<file path="config.mk">
export PLATFORM = sky130hd
export DESIGN_NAME = vga_timing_gen
export DESIGN_NICKNAME = d
export VERILOG_FILES = /design/src/rtl/vga_timing_pkg.sv /design/src/rtl/vga_axis_counter.sv /design/src/rtl/vga_timing_gen.sv
export SDC_FILE = /design/constraint.sdc
export NUM_CORES = 1
export LEC_CHECK = 0
export ABC_AREA = 1
export CAP_MARGIN = 20
export CORE_MARGIN = 4
export CORE_UTILIZATION = 55
export DETAILED_ROUTE_END_ITERATION = 10
export PLACE_DENSITY_LB_ADDON = 0.25
export SYNTH_ARGS = -nofsm -noshare
export SYNTH_HDL_FRONTEND = slang
export SYNTH_HIERARCHICAL = 1
export SYNTH_SLANG_ARGS = --single-unit
</file>
<file path="constraint.sdc">
create_clock -name i_clk -period 4.4 [get_ports i_clk]
set_input_delay 1.32 -clock i_clk [delete_from_list [all_inputs] [get_ports i_clk]]
set_output_delay 1.32 -clock i_clk [all_outputs]
set_load 0.03 [all_outputs]
</file>
<file path="src/rtl/vga_timing_pkg.sv">
// Shared timing constants and helpers for the VGA raster timing generator.
// Holds the 640x480@60 and 800x600@60 mode tables and the line/frame total helper.
package vga_timing_pkg;

  // Total length of one axis: active + front porch + sync + back porch.
  function automatic int tot(input int a, input int fp, input int s, input int bp);
    return a + fp + s + bp;
  endfunction

  // 640x480 @ 60 Hz, 25.175 MHz pixel rate, both syncs active-low.
  localparam int VGA640_H_ACTIVE = 640;
  localparam int VGA640_H_FP     = 16;
  localparam int VGA640_H_SYNC   = 96;
  localparam int VGA640_H_BP     = 48;
  localparam int VGA640_V_ACTIVE = 480;
  localparam int VGA640_V_FP     = 10;
  localparam int VGA640_V_SYNC   = 2;
  localparam int VGA640_V_BP     = 33;
  localparam bit VGA640_HS_POL   = 1'b0;
  localparam bit VGA640_VS_POL   = 1'b0;

  // 800x600 @ 60 Hz, 40 MHz pixel rate, both syncs active-high.
  localparam int SVGA800_H_ACTIVE = 800;
  localparam int SVGA800_H_FP     = 40;
  localparam int SVGA800_H_SYNC   = 128;
  localparam int SVGA800_H_BP     = 88;
  localparam int SVGA800_V_ACTIVE = 600;
  localparam int SVGA800_V_FP     = 1;
  localparam int SVGA800_V_SYNC   = 4;
  localparam int SVGA800_V_BP     = 23;
  localparam bit SVGA800_HS_POL   = 1'b1;
  localparam bit SVGA800_VS_POL   = 1'b1;

  // Default frame counter width.
  localparam int DEF_FCNT_W = 8;

endpackage

</file>
<file path="src/rtl/vga_axis_counter.sv">
// One raster axis (horizontal or vertical): position counter with exact wrap,
// plus sync level, active flag and clamped coordinate decoded from the next
// position so the registered outputs line up with the counter itself.
module vga_axis_counter
  import vga_timing_pkg::*;
#(
  parameter int ACTIVE = 640,
  parameter int FP     = 16,
  parameter int SYNC   = 96,
  parameter int BP     = 48,
  parameter bit POL    = 1'b0,
  localparam int TOTAL = tot(ACTIVE, FP, SYNC, BP),
  localparam int W     = $clog2(TOTAL)
) (
  input  logic         i_clk,
  input  logic         i_rst_n,
  input  logic         i_adv,
  output logic [W-1:0] o_count,
  output logic         o_wrap,
  output logic         o_sync,
  output logic         o_active_next,
  output logic [W-1:0] o_coord
);

  localparam logic [W-1:0] LAST      = W'(TOTAL - 1);
  localparam logic [W-1:0] COORD_MAX = W'(ACTIVE - 1);
  localparam int           SYNC_LO   = ACTIVE + FP;
  localparam int           SYNC_HI   = ACTIVE + FP + SYNC;

  logic [W-1:0] count_reg;
  logic [W-1:0] count_next;
  logic [W-1:0] coord_reg;
  logic [W-1:0] coord_next;
  logic         sync_reg;
  logic         sync_next;
  logic         active_next;
  int           pos_next;

  // Next position: hold without advance, wrap exactly at the last position.
  always_comb begin
    count_next = count_reg;
    if (i_adv) begin
      count_next = (count_reg == LAST) ? '0 : count_reg + W'(1);
    end
  end

  // Decode sync, active and clamped coordinate from the next position.
  always_comb begin
    pos_next    = int'(count_next);
    active_next = (pos_next < ACTIVE);
    sync_next   = ((pos_next >= SYNC_LO) && (pos_next < SYNC_HI)) ? POL : ~POL;
    coord_next  = active_next ? count_next : COORD_MAX;
  end

  // Position and decoded outputs; reset parks at the last position.
  always_ff @(posedge i_clk or negedge i_rst_n) begin
    if (!i_rst_n) begin
      count_reg <= LAST;
      sync_reg  <= ~POL;
      coord_reg <= COORD_MAX;
    end else begin
      count_reg <= count_next;
      sync_reg  <= sync_next;
      coord_reg <= coord_next;
    end
  end

  assign o_count       = count_reg;
  assign o_wrap        = (count_reg == LAST);
  assign o_sync        = sync_reg;
  assign o_active_next = active_next;
  assign o_coord       = coord_reg;

endmodule

</file>
<file path="src/rtl/vga_timing_gen.sv">
// Parametrised VGA raster timing generator. Two axis counters (V advances on
// H wrap), park/run control at the frame boundary, one-clock event pulses and
// a wrapping frame counter. All outputs are registered.
module vga_timing_gen
  import vga_timing_pkg::*;
#(
  parameter int H_ACTIVE = VGA640_H_ACTIVE,
  parameter int H_FP     = VGA640_H_FP,
  parameter int H_SYNC   = VGA640_H_SYNC,
  parameter int H_BP     = VGA640_H_BP,
  parameter int V_ACTIVE = VGA640_V_ACTIVE,
  parameter int V_FP     = VGA640_V_FP,
  parameter int V_SYNC   = VGA640_V_SYNC,
  parameter int V_BP     = VGA640_V_BP,
  parameter bit HS_POL   = VGA640_HS_POL,
  parameter bit VS_POL   = VGA640_VS_POL,
  parameter int FCNT_W   = DEF_FCNT_W,
  localparam int H_TOTAL = tot(H_ACTIVE, H_FP, H_SYNC, H_BP),
  localparam int V_TOTAL = tot(V_ACTIVE, V_FP, V_SYNC, V_BP),
  localparam int XW      = $clog2(H_TOTAL),
  localparam int YW      = $clog2(V_TOTAL)
) (
  input  logic              i_clk,
  input  logic              i_rst_n,
  input  logic              i_pix_stb,
  input  logic              i_en,
  output logic              o_hs,
  output logic              o_vs,
  output logic              o_de,
  output logic [XW-1:0]     o_x,
  output logic [YW-1:0]     o_y,
  output logic              o_line_start,
  output logic              o_frame_start,
  output logic              o_animate,
  output logic [FCNT_W-1:0] o_frame_cnt
);

  localparam logic [XW-1:0] H_LAST      = XW'(H_TOTAL - 1);
  localparam logic [YW-1:0] V_LAST      = YW'(V_TOTAL - 1);
  localparam logic [YW-1:0] V_LAST_VIS  = YW'(V_ACTIVE - 1);

  logic [XW-1:0]     h_count;
  logic [YW-1:0]     v_count;
  logic              h_wrap;
  logic              v_wrap;
  logic              h_active_next;
  logic              v_active_next;
  logic              park_pos;
  logic              park_hold;
  logic              adv_h;
  logic              adv_v;

  logic              de_reg;
  logic              de_next;
  logic              line_start_reg;
  logic              line_start_next;
  logic              frame_start_reg;
  logic              frame_start_next;
  logic              animate_reg;
  logic              animate_next;
  logic [FCNT_W-1:0] frame_cnt_reg;
  logic [FCNT_W-1:0] frame_cnt_next;

  // At the last raster position a low enable swallows strobes, so the
  // generator parks between frames with both syncs inactive (back porch).
  assign park_pos  = (h_count == H_LAST) && (v_count == V_LAST);
  assign park_hold = park_pos && !i_en;
  assign adv_h     = i_pix_stb && !park_hold;
  assign adv_v     = adv_h && h_wrap;

  vga_axis_counter #(
    .ACTIVE (H_ACTIVE),
    .FP     (H_FP),
    .SYNC   (H_SYNC),
    .BP     (H_BP),
    .POL    (HS_POL)
  ) u_h_axis (
    .i_clk         (i_clk),
    .i_rst_n       (i_rst_n),
    .i_adv         (adv_h),
    .o_count       (h_count),
    .o_wrap        (h_wrap),
    .o_sync        (o_hs),
    .o_active_next (h_active_next),
    .o_coord       (o_x)
  );

  vga_axis_counter #(
    .ACTIVE (V_ACTIVE),
    .FP     (V_FP),
    .SYNC   (V_SYNC),
    .BP     (V_BP),
    .POL    (VS_POL)
  ) u_v_axis (
    .i_clk         (i_clk),
    .i_rst_n       (i_rst_n),
    .i_adv         (adv_v),
    .o_count       (v_count),
    .o_wrap        (v_wrap),
    .o_sync        (o_vs),
    .o_active_next (v_active_next),
    .o_coord       (o_y)
  );

  // Event detection on the advancing edge; pulses last one clock because the
  // position cannot re-enter the same point on the following clock.
  always_comb begin
    de_next          = h_active_next && v_active_next;
    line_start_next  = adv_v;
    frame_start_next = adv_v && v_wrap;
    animate_next     = adv_v && (v_count == V_LAST_VIS);
    frame_cnt_next   = frame_cnt_reg;
    if (frame_start_next) begin
      frame_cnt_next = frame_cnt_reg + FCNT_W'(1);
    end
  end

  // Registered data-enable, pulses and frame counter.
  always_ff @(posedge i_clk or negedge i_rst_n) begin
    if (!i_rst_n) begin
      de_reg          <= 1'b0;
      line_start_reg  <= 1'b0;
      frame_start_reg <= 1'b0;
      animate_reg     <= 1'b0;
      frame_cnt_reg   <= '0;
    end else begin
      de_reg          <= de_next;
      line_start_reg  <= line_start_next;
      frame_start_reg <= frame_start_next;
      animate_reg     <= animate_next;
      frame_cnt_reg   <= frame_cnt_next;
    end
  end

  assign o_de          = de_reg;
  assign o_line_start  = line_start_reg;
  assign o_frame_start = frame_start_reg;
  assign o_animate     = animate_reg;
  assign o_frame_cnt   = frame_cnt_reg;

endmodule

</file>
# Word level (Yosys, flattened, before mapping)
# Cells that the tools add are included.
# classes
n_addsub	3
magnitude_cmp	6
eq_ne	3
n_mux	8
n_reduce_logical	11
# op_table
operator	n
$mux W10	6
$add A10 B1 Y10 const B	2
$eq A10 B10 Y1 const B	2
$lt A10 B10 Y1 const B	2
$lt A10 B9 Y1 const B	2
$eq A10 B9 Y1 const B	1
$ge A10 B10 Y1 const B	1
$ge A10 B9 Y1 const B	1
$logic_and A1 B1 Y1	9
$add A8 B1 Y8 const B	1
$logic_not A1 Y1	2
$mux W1	2
# word_totals
regBits	54

# Logic depth before layout (Yosys ltp)
# depth
depth_word	10
ltp_mapped	19
depth_no_buf	18

# Cells and area by module
# The synthesis kept the hierarchy.
# by_module_without_submodules
module	n_inst	cells_each	area_per_inst_um2	seq_area_each_um2
vga_axis_counter at u_v_axis	1	137	1076.0	540.5
vga_axis_counter at u_h_axis	1	114	1057.3	545.5
vga_timing_gen	1	94	729.4	300.3

# Worst setup path before layout
# OpenSTA, ideal clock, no wires.
# synth_path
path_type	input to register
from	input port i_en
to	register de_reg (netlist: o_de)
setup_ps	113
arrival_time_ps	2685
required_time_ps	4287
setup_slack_ps	1602
stages	17
cell_sequence	inv_1 nand3_1 nor2_1 nand3_2 nand3_4 inv_1 buf_4 nand2_1 nor2_2 nand3_1 nand2_1 nor2_2 nand3_4 nand2_1 inv_1 nand2_1 inv_1
# synth_between
elab_chain_len	8
# synth_rtl
element	line_no	rtl
start: declaration	vga_timing_gen.sv:26	input logic i_en,
$logic_not A1 Y1	vga_timing_gen.sv:67	assign park_hold = park_pos && !i_en;
$logic_and A1 B1 Y1	vga_timing_gen.sv:67	
$logic_not A1 Y1	vga_timing_gen.sv:68	assign adv_h = i_pix_stb && !park_hold;
$logic_and A1 B1 Y1	vga_timing_gen.sv:68	
$logic_and A1 B1 Y1	vga_timing_gen.sv:69	assign adv_v = adv_h && h_wrap;
named net adv_v	vga_timing_gen.sv:51	logic adv_v;
$mux W10	vga_axis_counter.sv:42	if (i_adv) begin
$lt A10 B9 Y1	vga_axis_counter.sv:50	active_next = (pos_next < ACTIVE);
named net v_active_next	vga_timing_gen.sv:47	logic v_active_next;
$logic_and A1 B1 Y1	vga_timing_gen.sv:108	de_next = h_active_next && v_active_next;
named net de_next	vga_timing_gen.sv:54	logic de_next;
end signal: assignment	vga_timing_gen.sv:127	de_reg <= de_next;
end: declaration	vga_timing_gen.sv:53	logic de_reg;
# The timed path passes the listed nets, and every way through them passes these cells.
# A chain may end at the register's enable or synchronous reset.

# Worst setup path in the final report
# layout_path
from	input port i_en
to	register u_v_axis.coord_reg[5] (netlist: u_v_axis/o_coord[5])
# layout_between
elab_chain_len	8
# layout_rtl
element	line_no	rtl
$logic_not A1 Y1 *	vga_timing_gen.sv:67	
$logic_and A1 B1 Y1 *	vga_timing_gen.sv:67	
$logic_not A1 Y1 *	vga_timing_gen.sv:68	
$logic_and A1 B1 Y1 *	vga_timing_gen.sv:68	
$logic_and A1 B1 Y1 *	vga_timing_gen.sv:69	
named net adv_v	vga_timing_gen.sv:51	
$mux W10 *	vga_axis_counter.sv:42	
$lt A10 B9 Y1	vga_axis_counter.sv:50	
$mux W10 *	vga_axis_counter.sv:52	coord_next = active_next ? count_next : COORD_MAX;
named net u_v_axis.coord_next[5]	vga_axis_counter.sv:33	logic [W-1:0] coord_next;
end signal: assignment	vga_axis_counter.sv:64	coord_reg <= coord_next;
end: declaration	vga_axis_counter.sv:32	logic [W-1:0] coord_reg;
# The timed path passes the listed nets; every way through them passes the cells marked *.

==> summary.md <==
| Metric | Value |
|---|---|
| Status | `finished clean` |
| Sw Share | `35.3%` |
| Fmax | `296 MHz` |
| Ratio of cells with drive above 1 in the final layout | `20.5%` |
| Initial antenna violation count | `0` |
| Ant diodes | `0` |
| Clock power frac | `19.7%` |
| Max-slew headroom | `62.9%` |
| Xor-xnor portion of the synthesized cell area | `2.45%` |
| Post-DP HPWL | `4080 um` |
| Logic pwr share | `32.5%` |
| Worst skew pair latency | `0.31 ns` |
| Critical path class | `in -> reg` |
| Net Switching | `0.000500 W` |
| Sum Neg Setup Slack | `0 ns` |
| Clock sinks | `54` |
| Final-report setup violation count | `0` |
| Pin count of the biggest net entering global routing | `49` |
| All-Layer GR Usage | `19.2%` |
| Port Buffer Count | `37` |
| DR WL/cell | `12.0 um` |
| Total power | `0.00142 W` |
| Clock root cell | `clkbuf_8` |
| Vias per cell | `4.91` |
| Drt pass-1 iters | `4` |
| Drt initial violations | `114` |
| Fin crit period | `3.38 ns` |
| Synth Area in Simple Gates | `36.8%` |
| Final hold violations | `0` |
| Routed Antenna Nets | `0` |
| CTS tree | `yes` |
| Resize count post-CTS | `0` |
| Sequential area share after synthesis | `48.4%` |
| Vias post-DR | `2242` |
| Startpoint Class | `primary input` |
| Syn_nets | `353` |
| Grt ovf | `0` |
| Core area | `4880 um^2` |
| Seq pwr share | `47.8%` |
| Worst EP required | `4.61 ns` |
| Worst setup EP type | `register` |
| Final worst-path cycle share | `76.9%` |
| Ys async rst share | `100%` |
| Vias in the first global route | `2124` |
| Hold_ws | `0.558 ns` |
| Area growth syn-to-layout | `19.6%` |
| Crit path DAT | `3.59 ns` |
| PwrDens | `414 nW/um^2` |
| Die width | `80.1 um` |
| Synthesis-stage register bit count | `54` |
| # Max-Cap Violations | `0` |
| Avg Cell Area, Syn | `8.30 um^2` |
| Fin Clk Skew | `0.00775 ns` |
| Synthesis Warnings | `6` |
| Cts hold-fix bufs | `0` |
| Internal Power | `0.000916 W` |
| EDFF count, synth | `0` |
| Setup repair bufs after CTS | `0` |
| Die area | `6420 um^2` |
| Main combinational cell family by area after synthesis | `simple AND/OR/NAND/NOR gates` |
| HP Class | `reg -> reg` |
| Fillers | `398` |
| GP Congestion | `0.821` |
| Total wire length | `5500 um` |
| Fin nets | `397` |
| Clock slew at the register clock pins of the worst setup and hold paths | `0.09 ns` |
| IO Pins | `38` |
| RSZ-0062 raised after global routing | `false` |
| VDD IR max | `333 uV` |
| Starting density of the core | `58.7%` |
| Leak | `1.69 nW` |
| Compound-Gate Fraction of Synth Area | `2.14%` |
| DRC Markers | `0` |
| Clock Tree Buf Depth | `2` |
| First-pass GRT wire length | `9600 um` |
| Adder-cell share of the synthesized area | `1.75%` |
| Ys flop type | `dfstp_2` |
| Post-synthesis mux area share | `0.350%` |
| Row count | `25` |
| Inserted Clock Buffers | `5` |
| Gate Count Post-Synth | `345` |
| Measured slew at the worst slew-check pin | `0.556 ns` |
| Slew Limit Fails | `0` |
| H-Tree Level Count | `2` |
| CP Max Fanout | `12` |
| Unique masters post-synth | `33` |
| Mapped Area | `2860 um^2` |
| Die height | `80.1 um` |
## cells in the mapped netlist, types with 2 or more instances
cell / number / area share [%]
nor3_1: 2 / 0.35
dfrtp_1: 26 / 23
nand3_4: 2 / 1.2
nand2_2: 10 / 2.2
nand3b_1: 2 / 0.52
inv_1: 52 / 6.8
nand3_2: 5 / 1.7
nor2_2: 5 / 1.1
ha_1: 4 / 1.7
nor2_1: 32 / 4.2
dfstp_2: 28 / 26
nand2_1: 102 / 13
o21ai_2: 3 / 0.92
buf_4: 2 / 0.52
nand3_1: 33 / 5.8
inv_2: 5 / 0.66
xor2_1: 4 / 1.2
xnor2_1: 4 / 1.2
o21ai_0: 2 / 0.35
a21oi_1: 2 / 0.35
nand4_1: 2 / 0.44
nor2_4: 4 / 1.6
nor2_8: 2 / 1.4
nor3_2: 3 / 1.0
## power by group through the flow
stage / sequential [W] / combinational [W] / clock [W]
global placement: 0.000684 / 0.000452 / 0
CTS: 0.000677 / 0.000462 / 0.000290
global route: 0.000689 / 0.000505 / 0.000315
floorplan: 0.000752 / 0.000254 / 0
finish: 0.000677 / 0.000460 / 0.000279
detailed placement: 0.000685 / 0.000461 / 0
## critical path, cell delays in order
cell and delay (ns):
clkdlybuf4s50_1 0.45, inv_1 0.04, nand3_1 0.07, nor2_1 0.06, nand3_2 0.12, nand3_4 0.11
inv_1 0.29, nand3_1 0.18, nor2_2 0.19, nand2_1 0.07, nand2_1 0.06, nand3_1 0.30
nand2_1 0.19, inv_1 0.05, nand2_1 0.06, inv_1 0.03
## state kept, by name, summed over array words and instances (netlist names), 8 cells and up
signal and count:
u_h_axis/o_coord 10, u_v_axis/o_count 10, o_frame_cnt 8, u_h_axis/o_count 10
u_v_axis/o_coord 10
## cell type report
| class | instances | area, um^2 | share of cell area (%) |
|---|---|---|---|
| well taps | 67 | 83.8 | 2.45 |
| clock buffers | 7 | 86.3 | 2.52 |
| repair buffers | 39 | 400 | 11.7 |
| flip-flops and latches | 54 | 1390 | 40.5 |
| clock inverters | 1 | 5.00 | 0.146 |
| multi-input cells | 232 | 1250 | 36.4 |
| inverters | 57 | 214 | 6.25 |
## cell families after synthesis
kind of cell	count (synthesis)
AO/OA/AOI/OAI	9
XOR/XNOR	8
adder cells (fa/ha/maj)	4
buffers and inverters	59
flip-flops	54
multiplexers	1
other	1
AND/OR/NAND/NOR	209
## final timing paths
path | start | end | slack, ns | depth (start not counted)
worst max-delay path | i_en | u_v_axis/o_coord[5] | 1.02 | 16
worst min-delay path | o_frame_cnt[7] | o_frame_cnt[7] | 0.56 | 2
worst max register to register | u_h_axis/o_count[0] | u_v_axis/o_coord[5] | 1.45 | 14
worst min register to register | o_frame_cnt[7] | o_frame_cnt[7] | 0.56 | 2
max in group asynchronous | i_rst_n | u_h_axis/o_count[1] | 2.64 | 3
min in group asynchronous | i_rst_n | o_de | 1.00 | 1
## cell usage in the layout (no fill, tap or decap), types with 2 or more instances in the layout
cell / instances
inv_2: 5
nor3_2: 3
a21oi_1: 2
ha_1: 4
nor3_1: 2
nand3b_1: 2
xnor2_1: 4
dfstp_2: 28
o21ai_2: 3
nand3_1: 33
xor2_1: 4
inv_1: 52
nor2_2: 5
nor2_1: 32
clkdlybuf4s50_1: 36
nand2_1: 102
nand3_4: 2
dfrtp_1: 26
nor2_4: 4
clkbuf_8: 6
nand3_2: 5
o21ai_0: 2
nand4_1: 2
nand2_2: 10
nor2_8: 2
## metrics by stage
step	util (%)	worst slack, ns	std cells	area (um^2)
2_1_floorplan	-	1.60	345	2860
3_5_place_dp	67.7	0.738	448	3300
5_1_grt	70.2	0.841	457	3420
4_1_cts	69.6	1.06	456	3400
3_3_place_gp	67.7	0.857	448	3300
6_report	70.2	1.02	457	3420
## metal layers
| metal | GRT usage (%) | share of wire, % | routed length (um) |
|---|---|---|---|
| met2 | 30.9 | 47 | 2560 |
| met5 | 0 | 0 | 0 |
| met3 | 4.71 | 5.6 | 306 |
| met4 | 7.43 | 1.9 | 106 |
| met1 | 24.9 | 46 | 2520 |
No activity file was read; power rests on OpenSTA's default activity.
